**config.mk**
```make
export PLATFORM = sky130hd
export DESIGN_NAME = tick_sample_scheduler
export DESIGN_NICKNAME = d
export VERILOG_FILES = /design/src/rtl/sched_pkg.sv /design/src/rtl/sched_next_ch.sv /design/src/rtl/tick_sample_scheduler.sv
export SDC_FILE = /design/constraint.sdc
export NUM_CORES = 1
export LEC_CHECK = 0
export CORE_MARGIN = 8
export CORE_UTILIZATION = 48
export DETAILED_ROUTE_END_ITERATION = 10
export PLACE_DENSITY = 0.74
export SLEW_MARGIN = 5
export SYNTH_ARGS = -nofsm -noshare
export SYNTH_HDL_FRONTEND = slang
export SYNTH_HIERARCHICAL = 1
export SYNTH_SLANG_ARGS = --single-unit
```
**constraint.sdc**
```tcl
create_clock -name Clk -period 2.6 [get_ports Clk]
set_input_delay 0.26 -clock Clk [delete_from_list [all_inputs] [get_ports Clk]]
set_output_delay 0.26 -clock Clk [all_outputs]
set_load 0.02 [all_outputs]
```
**src/rtl/sched_pkg.sv**
```systemverilog
`default_nettype none
// ============================================================================
//  Module   : sched_pkg
//  Brief    : Shared state encoding, default timeout and clog2 helper for the
//             tick-driven channel sampling scheduler.
//  Revision : 1.0  initial release
// ============================================================================
package sched_pkg;

    // Default watchdog window in Clk cycles spent waiting for Done
    localparam int c_TIMEOUT_DEFAULT = 1000;

    // Scheduler state encoding
    localparam int                c_ST_W     = 2;
    localparam logic [c_ST_W-1:0] c_ST_IDLE  = 2'd0;
    localparam logic [c_ST_W-1:0] c_ST_ISSUE = 2'd1;
    localparam logic [c_ST_W-1:0] c_ST_WAIT  = 2'd2;
    localparam logic [c_ST_W-1:0] c_ST_NEXT  = 2'd3;

    typedef enum logic [c_ST_W-1:0] {
        S_IDLE  = c_ST_IDLE,
        S_ISSUE = c_ST_ISSUE,
        S_WAIT  = c_ST_WAIT,
        S_NEXT  = c_ST_NEXT
    } sched_state_t;

    // Number of bits needed to hold values 0..value-1
    function automatic int sched_clog2(input int value);
        int result;
        int v;
        result = 0;
        v      = value - 1;
        while (v > 0) begin
            result = result + 1;
            v      = v >> 1;
        end
        return result;
    endfunction

endpackage
`default_nettype wire

```
**src/rtl/sched_next_ch.sv**
```systemverilog
`default_nettype none
// ============================================================================
//  Module   : sched_next_ch
//  Brief    : Combinational finder for the next channel to serve. With i_first
//             set it returns the lowest set bit of i_mask; otherwise the lowest
//             set bit strictly above i_cur_idx. o_valid low means none left.
//  Revision : 1.0  initial release
// ============================================================================
module sched_next_ch #(
    parameter int NUM_CH = 4,
    parameter int CH_W   = 2
) (
    input  logic [NUM_CH-1:0] i_mask,
    input  logic [CH_W-1:0]   i_cur_idx,
    input  logic              i_first,
    output logic [CH_W-1:0]   o_idx,
    output logic              o_valid
);

    // Scan from the top down so the last hit left standing is the lowest eligible bit
    always_comb begin
        o_idx   = '0;
        o_valid = 1'b0;
        for (int i = NUM_CH - 1; i >= 0; i--) begin
            if (i_mask[i] && (i_first || (CH_W'(i) > i_cur_idx))) begin
                o_idx   = CH_W'(i);
                o_valid = 1'b1;
            end
        end
    end

endmodule
`default_nettype wire

```
**src/rtl/tick_sample_scheduler.sv**
```systemverilog
`default_nettype none
// ============================================================================
//  Module   : tick_sample_scheduler
//  Brief    : Runs one measurement round per timer Tick over the channels
//             enabled in ChMask, lowest index first, using a Start/Done
//             handshake to a shared front-end. Each channel is guarded by a
//             watchdog; overrun and timeout conditions are kept as sticky flags.
//  Revision : 1.0  initial release
// ============================================================================
module tick_sample_scheduler
    import sched_pkg::*;
#(
    parameter int NUM_CH      = 4,
    parameter int CH_W        = sched_clog2(NUM_CH),
    parameter int TIMEOUT_CYC = c_TIMEOUT_DEFAULT,
    parameter int TO_W        = sched_clog2(TIMEOUT_CYC)
) (
    input  logic              Clk,
    input  logic              Reset,
    input  logic              Tick,
    input  logic              Enable,
    input  logic [NUM_CH-1:0] ChMask,
    input  logic              ClrFlags,
    input  logic              Done,
    output logic              Start,
    output logic [CH_W-1:0]   ChSel,
    output logic              Busy,
    output logic              RoundDone,
    output logic              Overrun,
    output logic              TimeoutErr,
    output logic [CH_W-1:0]   ErrCh
);

    // Last watchdog count before a channel is abandoned
    localparam logic [TO_W-1:0] c_TO_LAST = TO_W'(TIMEOUT_CYC - 1);

    sched_state_t       r_state;
    logic [NUM_CH-1:0]  r_mask;
    logic [TO_W-1:0]    r_to_cnt;

    logic               w_find_first;
    logic [NUM_CH-1:0]  w_find_mask;
    logic [CH_W-1:0]    w_next_idx;
    logic               w_found;

    // In IDLE the finder looks at the live mask for the first channel of a new
    // round; otherwise it walks the mask latched at round start above ChSel.
    assign w_find_first = (r_state == S_IDLE);
    assign w_find_mask  = w_find_first ? ChMask : r_mask;

    sched_next_ch #(
        .NUM_CH (NUM_CH),
        .CH_W   (CH_W)
    ) u_next_ch (
        .i_mask    (w_find_mask),
        .i_cur_idx (ChSel),
        .i_first   (w_find_first),
        .o_idx     (w_next_idx),
        .o_valid   (w_found)
    );

    // Round sequencer, watchdog counter and sticky flags, all outputs registered
    always_ff @(posedge Clk) begin
        if (Reset) begin
            r_state    <= S_IDLE;
            r_mask     <= '0;
            r_to_cnt   <= '0;
            Start      <= 1'b0;
            ChSel      <= '0;
            Busy       <= 1'b0;
            RoundDone  <= 1'b0;
            Overrun    <= 1'b0;
            TimeoutErr <= 1'b0;
            ErrCh      <= '0;
        end else begin
            Start     <= 1'b0;
            RoundDone <= 1'b0;

            // Clear first so that a flag being set in this same cycle wins
            if (ClrFlags) begin
                Overrun    <= 1'b0;
                TimeoutErr <= 1'b0;
                ErrCh      <= '0;
            end

            // The RoundDone cycle is still treated as part of the round
            if (Tick && ((r_state != S_IDLE) || RoundDone)) begin
                Overrun <= 1'b1;
            end

            case (r_state)
                S_IDLE: begin
                    if (Tick && Enable && !RoundDone && w_found) begin
                        r_mask  <= ChMask;
                        ChSel   <= w_next_idx;
                        Start   <= 1'b1;
                        Busy    <= 1'b1;
                        r_state <= S_ISSUE;
                    end
                end

                S_ISSUE: begin
                    r_to_cnt <= '0;
                    r_state  <= S_WAIT;
                end

                S_WAIT: begin
                    if (Done) begin
                        r_state <= S_NEXT;
                    end else if (r_to_cnt == c_TO_LAST) begin
                        TimeoutErr <= 1'b1;
                        ErrCh      <= ChSel;
                        r_state    <= S_NEXT;
                    end else begin
                        r_to_cnt <= r_to_cnt + TO_W'(1);
                    end
                end

                S_NEXT: begin
                    if (w_found) begin
                        ChSel   <= w_next_idx;
                        Start   <= 1'b1;
                        r_state <= S_ISSUE;
                    end else begin
                        RoundDone <= 1'b1;
                        Busy      <= 1'b0;
                        r_state   <= S_IDLE;
                    end
                end

                default: r_state <= S_IDLE;
            endcase
        end
    end

endmodule
`default_nettype wire

```
==> results of run 1 <==
-- cells by family (layout without fill, tap and decap cells) --
kind of cell / count (synthesis) / in the layout / synth area share [%]
and+or+nand+nor: 71 / 71 / 29.5
AOI/OAI and AO/OA: 32 / 32 / 18.6
DFF: 25 / 25 / 35.5
buffers and inverters: 12 / 35 / 3.81
muxes: 11 / 11 / 8.16
adders and majority gates: 5 / 5 / 4.43
-- cell usage after synthesis (2+ instances only) --
cell	n	share of area, %
inv_1	7	1.9
a211oi_1	2	1.1
dfxtp_1	25	35
a22o_1	2	1.2
a31oi_1	2	0.89
and4_1	2	1.2
nor4_1	2	0.89
clkbuf_1	3	0.80
or3_1	2	0.89
nand2_1	12	3.2
mux2i_1	7	5.0
o31ai_1	3	1.6
mux2_2	4	3.2
nand3_1	10	3.5
o211ai_1	2	1.1
ha_1	5	4.4
a21o_1	2	1.1
a21oi_1	7	2.5
nand2b_1	4	1.8
nor3_1	3	1.1
nor2_1	15	4.0
o21ai_0	3	1.1
nor2b_1	5	2.2
nand4b_1	2	1.2
-- critical path: stages, from the launching register on --
cell	delay (ns)
dfxtp_1	0.37
inv_1	0.17
ha_4	0.24
mux2_2	0.39
nor2_1	0.13
a2bb2oi_1	0.21
o21ai_1	0.13
buf_4	0.16
nand4_1	0.22
mux2i_1	0.24
nor2_1	0.05
-- power groups by stage --
stage          Combinational (mW)  Clock, mW  Sequential, mW
2_1_floorplan               0.563          0           0.524
5_1_grt                     0.974      0.204           0.498
3_5_place_dp                0.827          0           0.496
3_3_place_gp                0.804          0           0.493
6_report                    0.893      0.183           0.488
4_1_cts                     0.833      0.188           0.489
-- final cells by class --
cell class	count	area share, %
clock buffers	3	1.33
clock inverters	1	0.444
inverters	7	1.55
multi-input cells	119	51.4
flip-flops and latches	25	29.6
well taps	31	2.29
repair buffers	24	13.3
-- routing by layer --
metal	share of wire (%)	GRT usage [%]	wire length (um)	vias to the layer above
li1	-	-	-	613
met1	45	15.7	1510	593
met2	49	23.1	1620	28
met3	4.7	2.54	157	4
met4	1.2	5.36	40	0
met5	0	0	0	-
-- sequential cells by signal (all words and copies together), names as in the netlist --
name,flops
TimeoutErr,1
Start,1
Busy,1
r_state,2
ChSel,2
Overrun,1
RoundDone,1
r_mask,4
r_to_cnt,10
ErrCh,2
-- worst paths after layout --
| kind | to | slack, ns |
|---|---|---|
| min | Overrun | 0.49 |
| max reg2reg | r_mask[0] | 0.17 |
| min reg2reg | Overrun | 0.49 |
| max | r_mask[0] | 0.17 |
-- through the flow --
stage / worst slack, ns / area [sq um]
floorplan: 0.0231 / 1410
global placement: 0.197 / 1640
detailed placement: 0.0651 / 1640
CTS: 0.0163 / 1670
global route: 0.00616 / 1690
finish: 0.165 / 1690
-- repair_timing --
action                                 CTS  global route
setup endpoints to repair                0            10
buffers inserted                         0             1
endpoints found under the hold margin    0             0
resized for setup                        0             3
hold buffers                             0             0
==> flow_results.org, run 1 <==
** Status
- Outcome :: finished clean

** Placement
- Once detailed placement completed, the half-perimeter wirelength came to 2.47 mm.
- Count of placed standard cells including taps :: 205
- Number of port buffers :: 18
- Last weighted congestion value of the routability-driven placer :: 0.886

** Detailed routing
- After detailed routing, the number of remaining DRC violations is 0.
- Detailed router's first-iteration violation count :: 76
- Dividing the detail-routed via count by the number of cells gives 5.90.
- The first TritonRoute pass finished after 4 iterations.
- Antenna-violating nets left :: 0
- Via Count :: 1,238
- Final routed wirelength across all metal layers :: 3.33 mm
- Final routed wire length divided by cell count :: 15.8 um

** Floorplanning
- The die is 70.2 um wide.
- The floorplan step defined a die boundary enclosing 4930 sq um.
- Row generation in the floorplan step produced 19 rows.
- For this configuration, the core starts out at a cell density of 50.7%.
- Height of the die :: 70.2 um
- In this run the standard cell core region covers 2780 sq um.
- During I/O placement, the number of pins put on the boundary was 19.

** Critical path
- Maximum fanout encountered on the critical timing path :: 10
- At the worst endpoint, the required time is 2.82 ns.
- Kind of start point of the critical path :: flip-flop
- Critical path start-end classification :: flip-flop to flip-flop
- R2R Path Start :: r_state[0]
- The worst setup path is captured at a flip-flop.
- Critical path launch point :: r_state[0]
- Length in cells of the worst reg-to-reg path :: 10
- Worst Path Arrival :: 2.66 ns

** Yosys
- Synthesis instantiated 49 different standard cells from the library.
- Synthesis produced 156 cells.
- Fraction of registers with async set or reset after synthesis :: 0%
- Sequential area share after synthesis :: 35.5%
- Number of warnings printed during yosys synthesis :: 6
- Synthesis produced a netlist with a net count of 171.
- The cell area that synthesis handed to floorplanning was 1410 sq um.
- Counting flops with a built-in enable in the synthesized netlist gives 0.
- Average cell area after synthesis :: 9.05 sq um
- The most used flip-flop cell after synthesis is dfxtp_1.
- After synthesis the netlist holds a flip-flop and latch count of 25.

** Finish
- Number of inserted diodes :: 0
- Summing all multi-input logic gate instances after layout gives 870 sq um.
- Cells fill 60.8% of the core in the end.
- For this run, the post-layout net count is 195.
- Area taken by flip-flops and latches :: 500 sq um
- Most frequent cells in the layout :: dfxtp_1 (25), clkdlybuf4s50_1 (18), nor2_1 (15), nand2_1 (12), nand3_1 (10)
- Finished Layout Cells :: 210
- Cells with a size suffix above 1 make up 13.4% of the layout.
- Leaving out fill and tap cells, the most frequent cell in the layout is dfxtp_1.
- Counting the fill cells in the layout gives 253.
- The area growth from synthesis to layout is 19.8%.

** GRT
- Entering global routing, the biggest net connects 16 pins.
- After global routing the overflow that remains totals 0.
- Total track usage :: 13.4%
- The number of global-route vias before repair is 1,349.
- The number of antenna violations at the first check in global routing came to 0.
- Wire length of the first global-routing pass :: 5.70 mm

** Pwr
- Summed over all cells, the static leakage comes to 0.667 nW.
- Overall power consumption after layout is estimated at 1.56 mW.
- Per report_power, the sequential group accounts for 31.2% of the total.
- Maximum resistive drop on vdd :: 0.703 mV
- Switch Pwr :: 0.630 mW
- Part of the total power dissipated in combinational logic :: 57.1%
- Internal cell power :: 0.934 mW
- Ratio of total power to cell area :: 925 nW/um^2
- Switching power as a share of total power :: 40.3%
- The share of total power dissipated in the clock network is 11.7%.

** STA
- Hold timing on the final database bottoms out at a slack of 0.487 ns.
- Measured against its own limit, the worst slew margin works out to 59.6%.
- At the pin with the least slew margin, the transition time is 0.606 ns.
- Setup repair after global routing left no endpoint under its margin.
- Worst-case clock skew :: 0.0182 ns
- Final hold violation count :: 0
- Max frequency :: 0.411 GHz
- Final min period :: 2.43 ns
- The final number of max-transition violations is 0.
- Setup total negative slack on the finished layout was measured at 0 ns.
- Setup violations, final :: 0
- Final worst path period share :: 93.6%

** Clock tree
- Clock Sink Count :: 25
- For the worst-skew pair, the clock arrives at the later sink with an insertion delay of 0.33 ns.
- The root buffer cell chosen for the clock tree is clkbuf_4.
- TritonCTS built the clock tree.
- Clock-pin slew was measured on the worst setup and hold paths at 0.16 ns.
- Number of CTS-inserted buffers :: 3
- CTS built an H-tree with a depth of 1.
- In this run the deepest clock path goes through 2 buffers.

** Min path
- Along the worst hold path, the cell count comes to 2.
- Hold crit path type :: flip-flop to flip-flop
- Hold Crit Start :: Overrun

** Job
- Max-cap violations in this run came to 0.
Power figures use the tool's default switching activity.
==> run 2: changes to the inputs <==
==> constraint.sdc (replaced) <==
create_clock -name Clk -period 2.1 [get_ports Clk]
set_input_delay 0.21 -clock Clk [delete_from_list [all_inputs] [get_ports Clk]]
set_output_delay 0.21 -clock Clk [all_outputs]
set_load 0.02 [all_outputs]
==> run 2 against run 1 <==
Against the previous run:
- largest power group unchanged
- core utilization is 3.9 points higher
- count of clock-buffer cells in the layout unchanged
- hold slack worse by 0.0052 ns
- fmax rose by 16%
==> flow_results.org, run 2 (same netlist as run 1, synthesis figures left out) <==
** Status
- The run finished with clean final reports.

** Clock tree
- CTS built an H-tree with a depth of 1.
- Number of CTS-inserted buffers :: 3
- Hold-fix buffer count after cts :: 0
- Clock network latency to the later pin of the worst-skew pair :: 0.33 ns
- CTS tree :: built
- The tree built by TritonCTS fans out to 25 sinks.
- After clock tree synthesis, the clock-pin slew on the worst setup and hold paths is 0.15 ns.
- Root cell of the clock tree :: clkbuf_4
- The longest clock path from root to sink contains 2 buffers.

** Critical path
- The setup path with the least slack is of type flip-flop to flip-flop.
- In this run the worst setup path begins at r_state[0].
- Worst reg2reg endpoint :: ChSel[0]
- Length in cells of the worst reg-to-reg path :: 10
- In this run the worst setup path terminates at ChSel[0].
- Worst Path Arrival :: 2.33 ns
- Register-to-Register Setup Slack :: 0.002 ns
- Along the worst path, the maximum fanout reaches 6.
- CP Data Required Time :: 2.33 ns
- Kind of start point of the critical path :: flip-flop
- Crit end category :: flip-flop
- The startpoint identified for the worst register-to-register timing path is r_state[0].

** GRT
- Entering global routing, the biggest net connects 21 pins.
- The global routing stage identified its most utilized layer as met2.
- The number of antenna violations at the first check in global routing was 0.
- The number of global-route vias before repair came to 1,300.
- Global-route track usage on met3 :: 4.38%
- For this run, global-route usage on met1 was measured as 14.4%.
- Total track usage :: 13.5%
- Fraction of met2 tracks used by global routing :: 24.8%
- The first global-routing pass estimated 5.66 mm of wire.
- Sum of overflow across all layers after global routing :: 0

** Placement
- Post-DP HPWL :: 2.47 mm
- After detailed placement, the design holds a cell count of 203.
- Routability-driven placement finished with a final weighted congestion of 0.801.
- Input and output buffers added on the ports amount to 18.

** Finish
- Largest registers :: r_to_cnt: 10 flops, r_mask: 4 flops
- Finished Layout Cells :: 217
- The final layout contains 202 nets.
- Area grow syn2layout :: 27.5%
- The filler cells instantiated in the layout total 232.
- The register with the most flip-flops in the layout has 10 of them.
- Number of inserted diodes :: 0
- Leaving out fill and tap cells, the most frequent cell in the layout is dfxtp_1.
- Most frequent cells in the layout :: dfxtp_1 (23), clkdlybuf4s50_1 (18), nor2_1 (14), buf_4 (12), nand2_1 (11)
- Fraction of layout cells with a size suffix above 1 :: 22.6%
- Reg with most FFs :: r_to_cnt

** Floorplanning
- Full die area :: 4930 sq um
- Number of placement rows :: 19
- The die is 70.2 um tall.
- The core region is 2780 sq um.
- Number of ports placed on the die boundary :: 19
- Starting density of the core :: 50.7%
- DIE WIDTH :: 70.2 um

** STA
- The final number of max-transition violations is 0.
- Setup TNS after final layout :: 0 ns
- Final hold violation count :: 0
- Setup violations, final :: 0
- Setup repair after global routing could not meet its margin everywhere.
- The worst path in the final design needs a cycle of 2.10 ns, including I/O delays and setup.
- Headroom to the max-slew limit came out at 57.6%.
- After layout, the worst path uses 99.9% of the clock period.
- The clock arrives with 0.00913 ns of skew.
- For this run, the top clock speed supported by timing is 0.477 GHz.
- Worst slew pin tran :: 0.636 ns

** Detailed routing
- After detailed routing, the number of remaining DRC violations is 0.
- First-pass iteration count of the detailed router :: 5
- Final routed wire length divided by cell count :: 15.9 um
- The detail route stage leaves a number of antenna-violating nets equal to 0.
- The final layout contains routed wiring with a total length of 3.46 mm.
- In this run, the number of DRC markers left after iteration 0 of detailed routing was 122.
- Via Count :: 1,289
- Dividing the detail-routed via count by the number of cells gives 5.94.

** Min path
- Hold crit path type :: flip-flop to flip-flop

** Pwr
- Maximum resistive drop on vdd :: 0.890 mV
- In this run the static leakage power is 0.727 nW.
- Power spread over the standard cell area amounts to 1230 nW/um^2.

** Job
- Across the run, the number of max-cap violations was 0.
[run 2: changes by cell type in the layout (fill, tap and decap cells not counted), sizes merged]
cell      change
buf           +7
clkinvlp      -1
inv           +1
[run 2: area by class of cell]
cell class / instances / area (sq um) / area share [%]
multi-input cells: 119 / 913 / 50.8
clock inverters: 1 / 6.26 / 0.348
inverters: 7 / 31.3 / 1.74
flip-flops and latches: 25 / 505 / 28.1
repair buffers: 31 / 282 / 15.6
clock buffers: 3 / 22.5 / 1.25
well taps: 31 / 38.8 / 2.16
[run 2: metrics by stage]
step	worst slack, ns	power [mW]	hold slack, ns	utilization (%)	instance area [sq um]
floorplan	-0.00683	1.52	0.354	-	1470
global placement	0.0420	1.72	0.447	60.3	1680
detailed placement	-0.0297	1.75	0.469	60.3	1680
CTS	0.0204	2.07	0.480	62.7	1740
global route	-0.133	2.34	0.508	64.7	1800
finish	0.00224	2.21	0.482	64.7	1800
[run 2: worst min path at each step]
stage                   start   endpoint  slack, ns  cells past startpoint
global route        ChMask[0]  r_mask[0]       0.51                      3
detailed placement    Overrun    Overrun       0.47                      2
global placement      Overrun    Overrun       0.45                      2
CTS                 ChMask[0]  r_mask[0]       0.48                      3
finish                Overrun    Overrun       0.48                      2
floorplan           ChMask[0]  r_mask[0]       0.35                      2
[run 2: what timing repair did]
| action | CTS | global route |
|---|---|---|
| endpoints found under the setup margin | 4 | 9 |
| setup buffers | 5 | 5 |
| pin swaps | 5 | 9 |
| resized for setup | 0 | 5 |
[run 2: per-layer routing]
layer / vias up / wire, um
met2: 35 / 1770
met5: - / 0
met1: 617 / 1500
met4: 0 / 15
met3: 2 / 174
li1: 635 / -
[run 2: report_power, final]
group | total [mW] | switching [mW] | leakage (nW) | internal [mW]
Sequential | 0.615 | 0.0652 | 0.204 | 0.550
Combinational | 1.36 | 0.657 | 0.505 | 0.707
Clock | 0.229 | 0.155 | 0.0183 | 0.0743
[run 2: worst max-delay path, stage by stage, from the launching register on]
cell	delay [ns]
dfxtp_2	0.38
inv_4	0.05
ha_4	0.18
mux2_4	0.24
nor2_4	0.04
a2bb2oi_2	0.16
o21ai_2	0.10
nand4b_1	0.20
a221oi_2	0.37
mux2i_1	0.23
nor2_1	0.06
==> run 3: changes to the inputs <==
--- a/config.mk
+++ b/config.mk
@@ -6,9 +6,9 @@
 export NUM_CORES = 1
 export LEC_CHECK = 0
 export CORE_MARGIN = 8
-export CORE_UTILIZATION = 48
+export CORE_UTILIZATION = 45
 export DETAILED_ROUTE_END_ITERATION = 10
-export PLACE_DENSITY = 0.74
+export PLACE_DENSITY = 0.7
 export SLEW_MARGIN = 5
 export SYNTH_ARGS = -nofsm -noshare
 export SYNTH_HDL_FRONTEND = slang
==> run 3 against run 2 <==
Against the previous run:
- the flow now finishes with violations (setup timing)
- largest cell class unchanged
- critical path depth up 1
- global-route usage decreased by 0.68 points
- critical path type unchanged
- clock power about the same
- non-clock buffer count rose by 1
- count of clock-buffer cells in the layout is the same
- via count shrank 3.6%
==> flow_results.org, run 3 (same netlist as run 1, synthesis figures left out) <==
** Finish
- The filler cells instantiated in the layout total 271.
- Final net count :: 203
- With fillers left out, the area of the finished cells amounts to 1870 sq um.
- Cells with a size suffix above 1 make up 24.1% of the layout.
- The register with the most flip-flops in the layout has 10 of them.
- After the flow finishes, the layout carries non-filler instances totaling 231.
- The repair_antennas step left the layout with diodes totalling 0.
- The library cell used most frequently in the layout, excluding fill and tap cells, is dfxtp_1.
- Reg with most FFs :: r_to_cnt
- Most frequent cells in the layout :: dfxtp_1 (23), clkdlybuf4s50_1 (18), nor2_1 (14), buf_4 (13), nand2_1 (11)
- Area grow syn2layout :: 32.4%
- In the final layout, the registers with the most flip-flops are r_to_cnt: 10 flops, r_mask: 4 flops.
- Measured on the finished design, the core utilization comes to 61.7%.

** Floorplanning
- Height of the die :: 72.0 um
- Starting density of the core :: 46.6%
- Number of ports placed on the die boundary :: 19
- The die covers 5180 sq um.
- Number of placement rows :: 20
- The die is 72.0 um wide.
- Floorplan Core Area :: 3030 sq um

** Critical path
- The most critical setup path has its startpoint at r_state[0].
- Data on the critical path is required at its endpoint by 2.32 ns.
- For flop-to-flop paths, the worst setup slack is -0.03 ns.
- Maximum fanout encountered on the critical timing path :: 6
- CP max-delay cell :: dfxtp_2
- Critical path start-end classification :: flip-flop to flip-flop
- STA classifies the critical path startpoint as a flip-flop.
- Crit path largest cell delay :: 0.37 ns
- End point of the critical path :: r_state[1]
- In this run the critical register-to-register path is captured at r_state[1].
- The startpoint identified for the worst register-to-register timing path is r_state[0].
- The worst setup path is captured at a flip-flop.
- Cell type with the highest occurrence count on the critical path :: nand4b_1
- Length in cells of the worst reg-to-reg path :: 11
- The signal on the critical path passes through inv_4 -> ha_4 -> mux2_4 -> nor2_4 -> a2bb2oi_4 -> o21ai_4 -> nand4b_1 -> nand2_2 -> buf_4 -> nand4b_1 -> o31ai_4.
- STA puts the critical path data arrival time at 2.35 ns.

** STA
- The count of final hold-check violations was 0.
- Final min period :: 2.13 ns
- Hold is met by 0.463 ns.
- Headroom to the max-slew limit :: 59.1%
- Worst slew pin tran :: 0.613 ns
- Setup repair after global routing missed its margin :: yes
- Setup violations, final :: 2
- Dividing the final minimum period by the clock period gives 101%.
- Static timing analysis puts the maximum clock frequency at 0.470 GHz.
- The final number of max-transition violations was 0.
- Worst-case clock skew :: 0.00552 ns
- After layout, the worst setup slack is -0.0259 ns.

** Clock tree
- H-Tree Level Count :: 1
- CTS tree :: built
- Clock-pin slew was measured on the worst setup and hold paths at 0.15 ns.
- The cell sitting at the root of the clock tree is a clkbuf_4.
- CTS saw 25 sinks.
- For the worst-skew pair, the clock arrives at the later sink with an insertion delay of 0.32 ns.
- The clock passes through at most 2 buffers.
- Counting the buffers created by CTS gives 3.

** Pwr
- In this run the static leakage power is 0.745 nW.
- Dividing total power by cell area gives a power density of 1250 nW/um^2.
- Across the VDD grid, the largest voltage drop is 0.765 mV.

** GRT
- Sum of overflow across all layers after global routing :: 0
- Wire length of the first global-routing pass :: 5.49 mm
- Entering global routing, the biggest net connects 15 pins.
- The number of antenna violations at the first check in global routing is 0.
- The number of global-route vias before repair is 1,196.
- Total track usage :: 12.8%

** Detailed routing
- For this run, the detailed router's first-pass iteration total came to 4.
- DR DRC count :: 0
- Detailed router's first-iteration violation count :: 71
- Final routed wirelength across all metal layers :: 3.40 mm
- After detailed routing, the average wire length per cell comes to 14.7 um.
- The detail route stage leaves a number of antenna-violating nets equal to 0.
- After detailed routing, the number of vias per cell comes to 5.38.
- Via Count :: 1,243

** Placement
- The HPWL after detailed placement is 2.41 mm.
- Placed Instance Area :: 1710 sq um
- Number of port buffers :: 18
- At the placement stage, the worst setup path has a slack of -0.0606 ns.
- Count of placed standard cells including taps :: 218
- Last weighted congestion value of the routability-driven placer :: 0.842

** Status
- Outcome :: complete, but fails checks
- Violations in the final reports :: setup timing

** Min path
- The path class of the tightest hold or removal check is flip-flop to flip-flop.

** Job
- Across the run, the number of max-cap violations was 0.
-- run 3: worst min-delay path by stage --
stage	startpoint	to	slack [ns]	cells past startpoint
after detailed placement	Overrun	Overrun	0.45	2
after global routing	Overrun	Overrun	0.49	2
after floorplan	ChMask[0]	r_mask[0]	0.35	2
final	Overrun	Overrun	0.46	2
after CTS	Overrun	Overrun	0.47	2
after global placement	Overrun	Overrun	0.44	2
-- run 3: stage by stage --
stage | total power [mW] | setup TNS, ns
after floorplan | 1.52 | -0.0132
after global placement | 1.74 | 0
after detailed placement | 1.78 | -0.129
after CTS | 2.07 | 0
after global routing | 2.47 | -0.376
final | 2.33 | -0.0322
-- run 3: routing by layer --
layer	global-route usage, %	vias up	routed length, um
met4	4.31	0	18
li1	-	637	-
met1	17.0	581	1600
met3	2.48	2	145
met5	0	-	0
met2	20.0	23	1630
-- run 3: area by class of cell --
type	count	area (sq um)	share of cell area (%)
Clock buffer	3	22.5	1.20
Clock inverter	1	5.00	0.268
Inverter	7	31.3	1.67
Multi-Input combinational cell	119	961	51.4
Sequential cell	25	505	27.0
Tap cell	44	55.1	2.95
Timing Repair Buffer	32	289	15.5
-- run 3: critical path: cells and delay by family (launching register included) --
family	cells	cell delay (ns)
AND/OR/NAND/NOR	4	0.55
flip-flops	1	0.37
adder cells (fa/ha/maj)	1	0.19
AO/OA/AOI/OAI	3	0.36
multiplexers	1	0.34
buffers and inverters	2	0.21
-- run 3: power by group --
part	total (mW)	internal (mW)	switching (mW)
combinational	1.49	0.755	0.733
clock	0.227	0.0714	0.155
sequential	0.613	0.550	0.0635
total	2.33	1.38	0.952
-- run 3: repair_timing --
item	4_1_cts	5_1_grt
pin swaps	4	10
setup buffers	4	5
setup endpoints to repair	3	9
hold buffers	0	0
resized for setup	0	12
